### config.mk
export PLATFORM = sky130hd
export DESIGN_NAME = uart_rx
export DESIGN_NICKNAME = d
export VERILOG_FILES = /design/src/rtl/uart_rx.sv
export SDC_FILE = /design/constraint.sdc
export NUM_CORES = 1
export LEC_CHECK = 0
export CORE_UTILIZATION = 42
export DETAILED_ROUTE_END_ITERATION = 7
export PLACE_DENSITY_LB_ADDON = 0.08
export SLEW_MARGIN = 20
export SYNTH_ARGS = -nofsm -noshare
export SYNTH_HDL_FRONTEND = slang
export SYNTH_SLANG_ARGS = --single-unit
### constraint.sdc
create_clock -name i_CLK -period 4.7 [get_ports i_CLK]
set_input_delay 0.94 -clock i_CLK [delete_from_list [all_inputs] [get_ports i_CLK]]
set_output_delay 0.94 -clock i_CLK [all_outputs]
set_load 0.03 [all_outputs]
### src/rtl/uart_rx.sv
// 8N1 UART receiver: 2-flop synchronizer, mid-bit sampling, registered
// one-cycle data-valid and framing-error pulses.
module uart_rx #(
  parameter int unsigned c_CYCLES_PER_BIT = 434
) (
  input  logic       i_CLK,
  input  logic       i_RST_N,
  input  logic       i_SERIAL_DATA,
  output logic [7:0] o_PARALLEL_DATA,
  output logic       o_RX_DV,
  output logic       o_RX_ACTIVE,
  output logic       o_FRAME_ERR
);

  localparam int unsigned CNT_W = (c_CYCLES_PER_BIT > 2) ? $clog2(c_CYCLES_PER_BIT) : 1;
  localparam logic [CNT_W-1:0] HALF_CNT = CNT_W'((c_CYCLES_PER_BIT - 1) / 2);
  localparam logic [CNT_W-1:0] LAST_CNT = CNT_W'(c_CYCLES_PER_BIT - 1);

  typedef enum logic [2:0] {
    IDLE    = 3'd0,
    START   = 3'd1,
    DATA    = 3'd2,
    STOP    = 3'd3,
    CLEANUP = 3'd4
  } state_t;

  state_t           state, state_n;
  logic [CNT_W-1:0] cnt, cnt_n;
  logic [2:0]       bit_idx, bit_idx_n;
  logic [7:0]       shreg, shreg_n;
  logic [7:0]       data_n;
  logic             dv_n, ferr_n;

  logic             sync_meta, sync_rx, rx_prev;
  logic             fall;

  // rx_prev holds the previous synchronized sample for edge detection only
  always_ff @(posedge i_CLK or negedge i_RST_N) begin
    if (!i_RST_N) begin
      sync_meta <= 1'b1;
      sync_rx   <= 1'b1;
      rx_prev   <= 1'b1;
    end else begin
      sync_meta <= i_SERIAL_DATA;
      sync_rx   <= sync_meta;
      rx_prev   <= sync_rx;
    end
  end

  assign fall = rx_prev & ~sync_rx;

  always_ff @(posedge i_CLK or negedge i_RST_N) begin
    if (!i_RST_N) begin
      state           <= IDLE;
      cnt             <= '0;
      bit_idx         <= '0;
      shreg           <= '0;
      o_PARALLEL_DATA <= '0;
      o_RX_DV         <= 1'b0;
      o_FRAME_ERR     <= 1'b0;
    end else begin
      state           <= state_n;
      cnt             <= cnt_n;
      bit_idx         <= bit_idx_n;
      shreg           <= shreg_n;
      o_PARALLEL_DATA <= data_n;
      o_RX_DV         <= dv_n;
      o_FRAME_ERR     <= ferr_n;
    end
  end

  always_comb begin
    state_n   = state;
    cnt_n     = cnt;
    bit_idx_n = bit_idx;
    shreg_n   = shreg;
    data_n    = o_PARALLEL_DATA;
    dv_n      = 1'b0;
    ferr_n    = 1'b0;

    case (state)
      IDLE: begin
        cnt_n     = '0;
        bit_idx_n = '0;
        if (fall) state_n = START;
      end

      START: begin
        if (cnt == HALF_CNT) begin
          cnt_n     = '0;
          bit_idx_n = '0;
          state_n   = sync_rx ? IDLE : DATA;
        end else begin
          cnt_n = cnt + CNT_W'(1);
        end
      end

      DATA: begin
        if (cnt == LAST_CNT) begin
          cnt_n            = '0;
          shreg_n[bit_idx] = sync_rx;
          if (bit_idx == 3'd7) begin
            state_n = STOP;
          end else begin
            bit_idx_n = bit_idx + 3'd1;
          end
        end else begin
          cnt_n = cnt + CNT_W'(1);
        end
      end

      STOP: begin
        if (cnt == LAST_CNT) begin
          cnt_n = '0;
          if (sync_rx) begin
            data_n = shreg;
            dv_n   = 1'b1;
          end else begin
            ferr_n = 1'b1;
          end
          state_n = CLEANUP;
        end else begin
          cnt_n = cnt + CNT_W'(1);
        end
      end

      // Pulses drop via their defaults; one cycle here leaves room for a
      // back-to-back start edge.
      CLEANUP: begin
        state_n = IDLE;
      end

      default: begin
        state_n   = IDLE;
        cnt_n     = '0;
        bit_idx_n = '0;
      end
    endcase
  end

  always_comb begin
    o_RX_ACTIVE = 1'b0;
    if (state == START || state == DATA || state == STOP) o_RX_ACTIVE = 1'b1;
  end

endmodule
Yosys cells after proc, flatten, opt, wreduce, memory -nomap -nowiden:

Cells that the tools add are included.

* add/sub/neg operators: 2
* magnitude comparators: 2
* equal/unequal tests: 13
* multiplexer cells: 24
* bitwise logic cells: 3
* reduce and logical (&&, ||, !) cells: 10

Operators with widths (number)
* $pmux 9 s3: 1
* $mux 3: 8
* $mux 9: 2
* $ne 2x2->1 const B: 6
* $pmux 3 s4: 1
* $add 9x1->9 const B: 1
* $eq 9x8->1 const B: 1
* $eq 9x9->1 const B: 1
* $pmux 3 s3: 1
* $bwmux 8: 1
* $mux 1: 8
* $eq 3x2->1 const B: 2
* $eq 3x3->1 const B: 2
* $reduce_and 5->1: 1
* $lt 3x4->1 const B: 1
* $reduce_and 4->1: 1
* $reduce_or 2->1: 2
* $add 3x1->3 const B: 1
* $demux 1 s3: 1
* $eq 3x1->1 const B: 1
* $ge 3x1->1 const B: 1
* $logic_not 3->1: 1
* $reduce_and 3->1: 1
* $logic_or 1x1->1: 2
* other kinds (5): 6

* register bits: 36
* input bits: 3
* output and inout bits: 11
* word-level logic and storage cells: 64

Longest topological paths before layout:

Gate-level depths: netlist of the first run.

* word-level depth: 5
* gate-level depth with buffers: 8
* mapped depth without buffers: 7

Worst setup path before layout of the first run:

OpenSTA, ideal clock, no wires.

* kind: register to output
* from: register state[0]
* to: output o_RX_ACTIVE
* data arrival time: 1079 ps
* required time: 3760 ps
* setup slack: 2681 ps
* cell stages (with the launch flop): 4
* buffers on the path: 1
* path through: dfrtp_1 -> clkbuf_1 -> nor2_1 -> nor2_1

* word-level cells in the longest chain between the ends: 4
* elaborated cells between the ends (all ways): 6
* classes of those cells: eq/ne (3); mux (1); reduce/logical (2)

RTL lines
* start: declaration: line 27 `state_t state, state_n;`
* start signal: assignment: line 62 `state <= state_n;`
* $eq 3x1->1 / $eq 3x2->1 (equally long branches): line 143 `if (state == START || state == DATA || state == STOP) o_RX_ACTIVE = 1'b1;`
* $logic_or 1x1->1: line 143
* $logic_or 1x1->1 (*): line 143
* $mux 1 (*): line 143
* end: declaration: line 11 `output logic o_RX_ACTIVE,`

Mark *: on every way between the ends. The rest lies on a longest branch, timed or not.

Worst setup path after layout of the first run:

Ends and elaborated chain as after synthesis.

==> impl_metrics.yaml, run 1 <==
layout:
  nFillCells: 340
  layout_commonest_cell: "dfrtp_1"
  fin_nets: 175
  register_area_um2: 904.6
  syn2layout_area_growth_pct: 15.23
  final_layout_size_suffix_gt1_frac: 0.1548
  num_antenna_cells: 0
  multi_input_comb_area_um2: 754.5
  layout_common_cells: "33 x dfrtp_1, 13 x clkdlybuf4s50_1, 11 x nor2_1, 11 x mux2_1"
critical_path:
  critPathRequiredTime_ns: 3.76
  critPathMaxFanout: 11
  cp-start-kind: "register"
  critPathKind: "register to output port"
  crit_path_end_kind: "output port"
  cp.arrival_ns: 1.70
clock_network:
  cts_tree: "done"
  clockBufferDepth: 2
  cts_resized: 0
  path_clk_slew_ns: 0.07
  numClockSinks: 36
  hold_buffers: 0
  post_cts_buffers: 0
  clk-insertion-delay-late_ns: 0.28
  numCtsBuffers: 5
  cts-root-buf: "clkbuf_8"
  htreeDepth: 2
sta:
  rsz0062_at_grt: "false"
  final_min_period_over_clock_period: 0.5618
  finalCriticalPeriod_ns: 2.640
  finalHoldViolCount: 0
  setup-violations-final: 0
  drv_slew: 0
  finalClockSkew_ns: 0.004112
  max-slew-margin-rel: 0.6075
  setup_tns_ns: 0
  fmax_ghz: 0.3787
  worstMarginPinSlew_ns: 0.5886
drt:
  drt_iter0_markers: 51
  wire_per_inst_um: 15.19
  drc: 0
  drt-pass1-iter-count: 4
  wl_um: 3280
  via_per_inst: 5.500
  drtAntennaViolNets: 0
  num_vias: 1188
synth:
  synthTopCellsByArea: "dfrtp_1 48%, mux2_1 7.2%, mux2_2 5.3%, dfstp_2 4.6%, ha_1 3.7%"
  synth_adder_area_share: 0.03660
  synth-simple-area-share: 0.1764
  synth_compound_area_frac: 0.1032
  syn_nets: 160
  yosysWarnings: 0
  ys_dominant_reg_cell: "dfrtp_1"
  ys_seq_area_frac: 0.5293
  netlist_area_um2: 1709
  synth-xor-area-share: 0
  synth_top_family_by_area: "simple AND/OR/NAND/NOR gates"
  muxShareOfSynthArea: 0.1252
  synth-edff-count: 0
  synth_top_area_share: 0.4832
  ys_seq_elements: 36
  synth_top_area_cell: "dfrtp_1"
  ys_types: 36
  syn_inst: 152
  avgSynthCellArea_um2: 11.24
  async_flop_share: 1.000
power_and_ir_drop:
  p_leak_nw: 0.9396
  totalPowerFinal_w: 0.0008508
  netSwitchingFraction: 0.3591
  power.internal_w: 0.0005452
  pwr-share-seq: 0.440
  p_comb_frac: 0.291
  power_density_nw_per_um2: 432.0
  clkPwrFrac: 0.269
  switching_power_w: 0.0003056
  ir_drop_mv: 0.2489
global_routing:
  grt_max_degree: 37
  grt_pass1_vias: 1160
  grt_pass1_wl_um: 5706
  overflow: 0
  antenna_found_initial: 0
  grt_usage: 0.1802
placed_design:
  gp_congestion: 0.7730
  dp_hpwl_um: 2228
  io_buffer_count: 13
worst_hold_path:
  min_path_type: "register to register"
floorplan:
  die_area_um2: 4328
  start_util: 0.4532
  die_w_um: 65.79
  die_h_um: 65.79
  core_area_um2: 3771
  fp-row-count: 22
  ioPinCount: 14
flow_run:
  drv_cap: 0
run_status:
  status: "finished, final reports clean"
==> cell usage after synthesis, drive strengths merged, types with 3 or more instances <==
library cell  count
nand3             8
mux2             19
a21oi             6
nor2             12
nor3              4
o21ai            10
nor4              3
clkbuf            4
nand2             7
a21o              4
inv               5
and3              4
dfrtp            33
ha                5
nand4             3
dfstp             3
==> cell families (layout without fill, tap and decap cells) <==
logic type / count (synthesis) / after routing
and+or+nand+nor: 55 / 55
DFF: 36 / 36
AOI/OAI and AO/OA: 26 / 26
muxes: 19 / 19
buffers and inverters: 11 / 27
adders and majority gates: 5 / 5
==> through the flow <==
stage | setup slack, ns | cells | instance area, µm² | util | hold slack, ns
after global placement | 2.409 | 208 | 1876 | 0.4973 | 0.3497
after CTS | 2.057 | 216 | 1969 | 0.5222 | 0.3622
after detailed placement | 2.388 | 208 | 1876 | 0.4973 | 0.3517
after global routing | 1.985 | 216 | 1969 | 0.5222 | 0.3682
after floorplan | 2.681 | 152 | 1709 | - | 0.3452
final | 2.060 | 216 | 1969 | 0.5222 | 0.3594
==> critical path: stages (launching register included) <==
cell	delay [ns]
dfrtp_1	0.53
nor2_1	0.11
nor2_1	0.10
clkdlybuf4s50_1	0.68
==> cell type report <==
class                           instances  area share
Sequential cell                        36      0.4593
Clock buffer                            7     0.04384
Clock inverter                          1    0.003812
Multi-Input combinational cell        105      0.3831
Timing Repair Buffer                   14     0.06989
Inverter                                5    0.009530
Tap cell                               48     0.03050
==> sequential cells by signal, summed over array words and instances, names as in the netlist <==
signal	cells
cnt	9
o_PARALLEL_DATA	8
rx_prev	1
shreg	8
sync_meta	1
bit_idx	3
state	3
o_FRAME_ERR	1
o_RX_DV	1
sync_rx	1
==> power groups by stage <==
stage,registers (W),clock network [W],logic (W)
after floorplan,0.000359,0,0.000206
after global placement,0.000375,0,0.000236
after detailed placement,0.000379,0,0.000246
after CTS,0.000373,0.000234,0.000250
after global routing,0.000380,0.000250,0.000270
final,0.000375,0.000228,0.000248
==> layer usage <==
metal  global-route usage  vias to the layer above  wire length, µm
li1                     -                      573                -
met1               0.2458                      588             1633
met5                    0                        -                0
met3              0.04655                        4              113
met2               0.2704                       23             1481
met4              0.07337                        0               51
==> path summary, 6_finish.rpt <==
path | startpoint | end | slack (ns) | depth (start not counted)
max in group asynchronous | i_RST_N | sync_rx | 3.27 | 2
max reg2reg | cnt[0] | bit_idx[1] | 2.59 | 7
min in group asynchronous | i_RST_N | cnt[6] | 1.07 | 2
min reg2reg | sync_meta | sync_rx | 0.36 | 0
min | sync_meta | sync_rx | 0.36 | 0
max | state[0] | o_RX_ACTIVE | 2.06 | 3
Power figures use the tool's default switching activity.
==> run 2: changes to the inputs <==
clock period = 2.5 ns   (was 4.7 ns; I/O delays follow)
==> run 2 against run 1 <==
Against the previous run:
- setup slack got worse by 1.8 ns
- cell count did not move
- non-clock buffer count did not move
- flip-flop and latch count did not move
- combinational power rose by 81%
- first-iteration DRC count fell by 24%
- routed wire length fell by 4.9%
- largest power group unchanged
- sequential power rose by 88%
- total power rose by 87%
- clock skew rose by 0.0019 ns
- die area did not move
==> impl_metrics.yaml, run 2 (synthesis gave the netlist of run 1 again) <==
layout:
  num_antenna_cells: 0
  stdcell_area_um2: 1969
  fin_nets: 175
  nFillCells: 316
  layout_commonest_cell: "dfrtp_1"
  syn2layout_area_growth_pct: 15.23
  reg_top3: "cnt: 9 flops, o_PARALLEL_DATA: 8 flops, shreg: 8 flops"
  final_layout_size_suffix_gt1_frac: 0.1548
  postLayoutCoreUtil: 0.5222
  layout_common_cells: "33 x dfrtp_1, 13 x clkdlybuf4s50_1, 11 x nor2_1, 11 x mux2_1"
  regMostFlops: "cnt"
  largest_register_ffs: 9
global_routing:
  overflow: 0
  grt_usage: 0.1764
  grt_pass1_vias: 1185
  antenna_found_initial: 0
  grt_pass1_wl_um: 5540
  grt_max_degree: 37
sta:
  setup_tns_ns: 0
  rsz0062_at_grt: "false"
  drv_slew: 0
  finalClockSkew_ns: 0.006027
  finalCriticalPeriod_ns: 2.236
  max-slew-margin-rel: 0.6062
  final_min_period_over_clock_period: 0.8943
  fmax_ghz: 0.4473
  setup-violations-final: 0
  worstMarginPinSlew_ns: 0.5907
  finalHoldViolCount: 0
critical_path:
  crit_path_end_kind: "output port"
  rrSetupSlack_ns: 0.46
  reg2reg_to: "bit_idx[2]"
  cp-endpoint: "o_RX_ACTIVE"
  critPathKind: "register to output port"
  cp.arrival_ns: 1.74
  critPathRequiredTime_ns: 2.00
  cp-start-kind: "register"
  rr_worst_depth: 7
  worstSetupStartpoint: "state[0]"
  worst_r2r_startpoint: "cnt[0]"
  critPathMaxFanout: 11
clock_network:
  numCtsBuffers: 5
  htreeDepth: 2
  clockBufferDepth: 2
  numClockSinks: 36
  cts_resized: 0
  cts-root-buf: "clkbuf_8"
  post_cts_buffers: 0
  hold_buffers: 0
  cts_tree: "done"
  path_clk_slew_ns: 0.07
  clk-insertion-delay-late_ns: 0.29
floorplan:
  core_area_um2: 3771
  die_h_um: 65.79
  fp-row-count: 22
  die_area_um2: 4328
  start_util: 0.4532
  die_w_um: 65.79
  ioPinCount: 14
drt:
  drc: 0
  drt_iter0_markers: 39
  wl_um: 3118
  num_vias: 1197
  wire_per_inst_um: 14.44
  drt-pass1-iter-count: 4
  via_per_inst: 5.542
  drtAntennaViolNets: 0
run_status:
  status: "finished, final reports clean"
worst_hold_path:
  min_path_type: "register to register"
  hold_depth: 0
power_and_ir_drop:
  power.internal_w: 0.001023
  ir_drop_mv: 0.6489
  p_leak_nw: 0.9396
  pwr-share-seq: 0.443
  netSwitchingFraction: 0.3569
  p_comb_frac: 0.283
  power_density_nw_per_um2: 807.8
  totalPowerFinal_w: 0.001591
  clkPwrFrac: 0.274
  switching_power_w: 0.0005677
placed_design:
  dp_hpwl_um: 2156
  io_buffer_count: 13
  gp_congestion: 0.7641
  placed_area_um2: 1876
flow_run:
  drv_cap: 0
==> run 2: cell counts in the layout (fill, tap and decap cells not counted) <==
Identical to the previous run, type by type.
==> run 2: worst min-delay path by stage <==
| stage | start | end | slack [ns] |
|---|---|---|---|
| after floorplan | i_RST_N | bit_idx[0] | 0.20 |
| after global placement | sync_meta | sync_rx | 0.35 |
| after detailed placement | sync_meta | sync_rx | 0.35 |
| after CTS | sync_meta | sync_rx | 0.36 |
| after global routing | sync_meta | sync_rx | 0.37 |
| final | sync_meta | sync_rx | 0.36 |
==> run 2: metal layers <==
layer / track usage / wire length [µm] / vias up
li1: - / - / 576
met1: 0.2416 / 1595 / 591
met2: 0.2513 / 1334 / 25
met3: 0.06724 / 133 / 5
met4: 0.06522 / 54 / 0
met5: 0 / 0 / -
==> run 2: power groups by stage <==
| stage | logic [W] | registers [W] | clock network, W |
|---|---|---|---|
| final | 0.000450 | 0.000704 | 0.000436 |
| after global routing | 0.000502 | 0.000718 | 0.000475 |
| after CTS | 0.000454 | 0.000703 | 0.000446 |
| after detailed placement | 0.000451 | 0.000714 | 0 |
| after global placement | 0.000441 | 0.000710 | 0 |
| after floorplan | 0.000386 | 0.000675 | 0 |
==> run 2: stage by stage <==
stage | std cells | hold WS (ns) | setup slack [ns]
finish | 216 | 0.3602 | 0.2642
global route | 216 | 0.3663 | 0.1649
detailed placement | 208 | 0.3476 | 0.4637
CTS | 216 | 0.3605 | 0.2730
global placement | 208 | 0.3497 | 0.4731
floorplan | 152 | 0.2044 | 0.6051
==> run 2: layout make-up <==
type                            count  area (µm²)  share of cell area
Multi-Input combinational cell    105       754.5              0.3831
Tap cell                           48       60.06             0.03050
Clock inverter                      1       7.507            0.003812
Timing Repair Buffer               14       137.6             0.06989
Inverter                            5       18.77            0.009530
Clock buffer                        7       86.33             0.04384
Sequential cell                    36       904.6              0.4593
==> run 2: worst max-delay path, cell delays in order, from the launching register on <==
cell and delay (ns):
dfrtp_1 0.52, nor2_1 0.12, nor2_1 0.13, clkdlybuf4s50_1 0.68
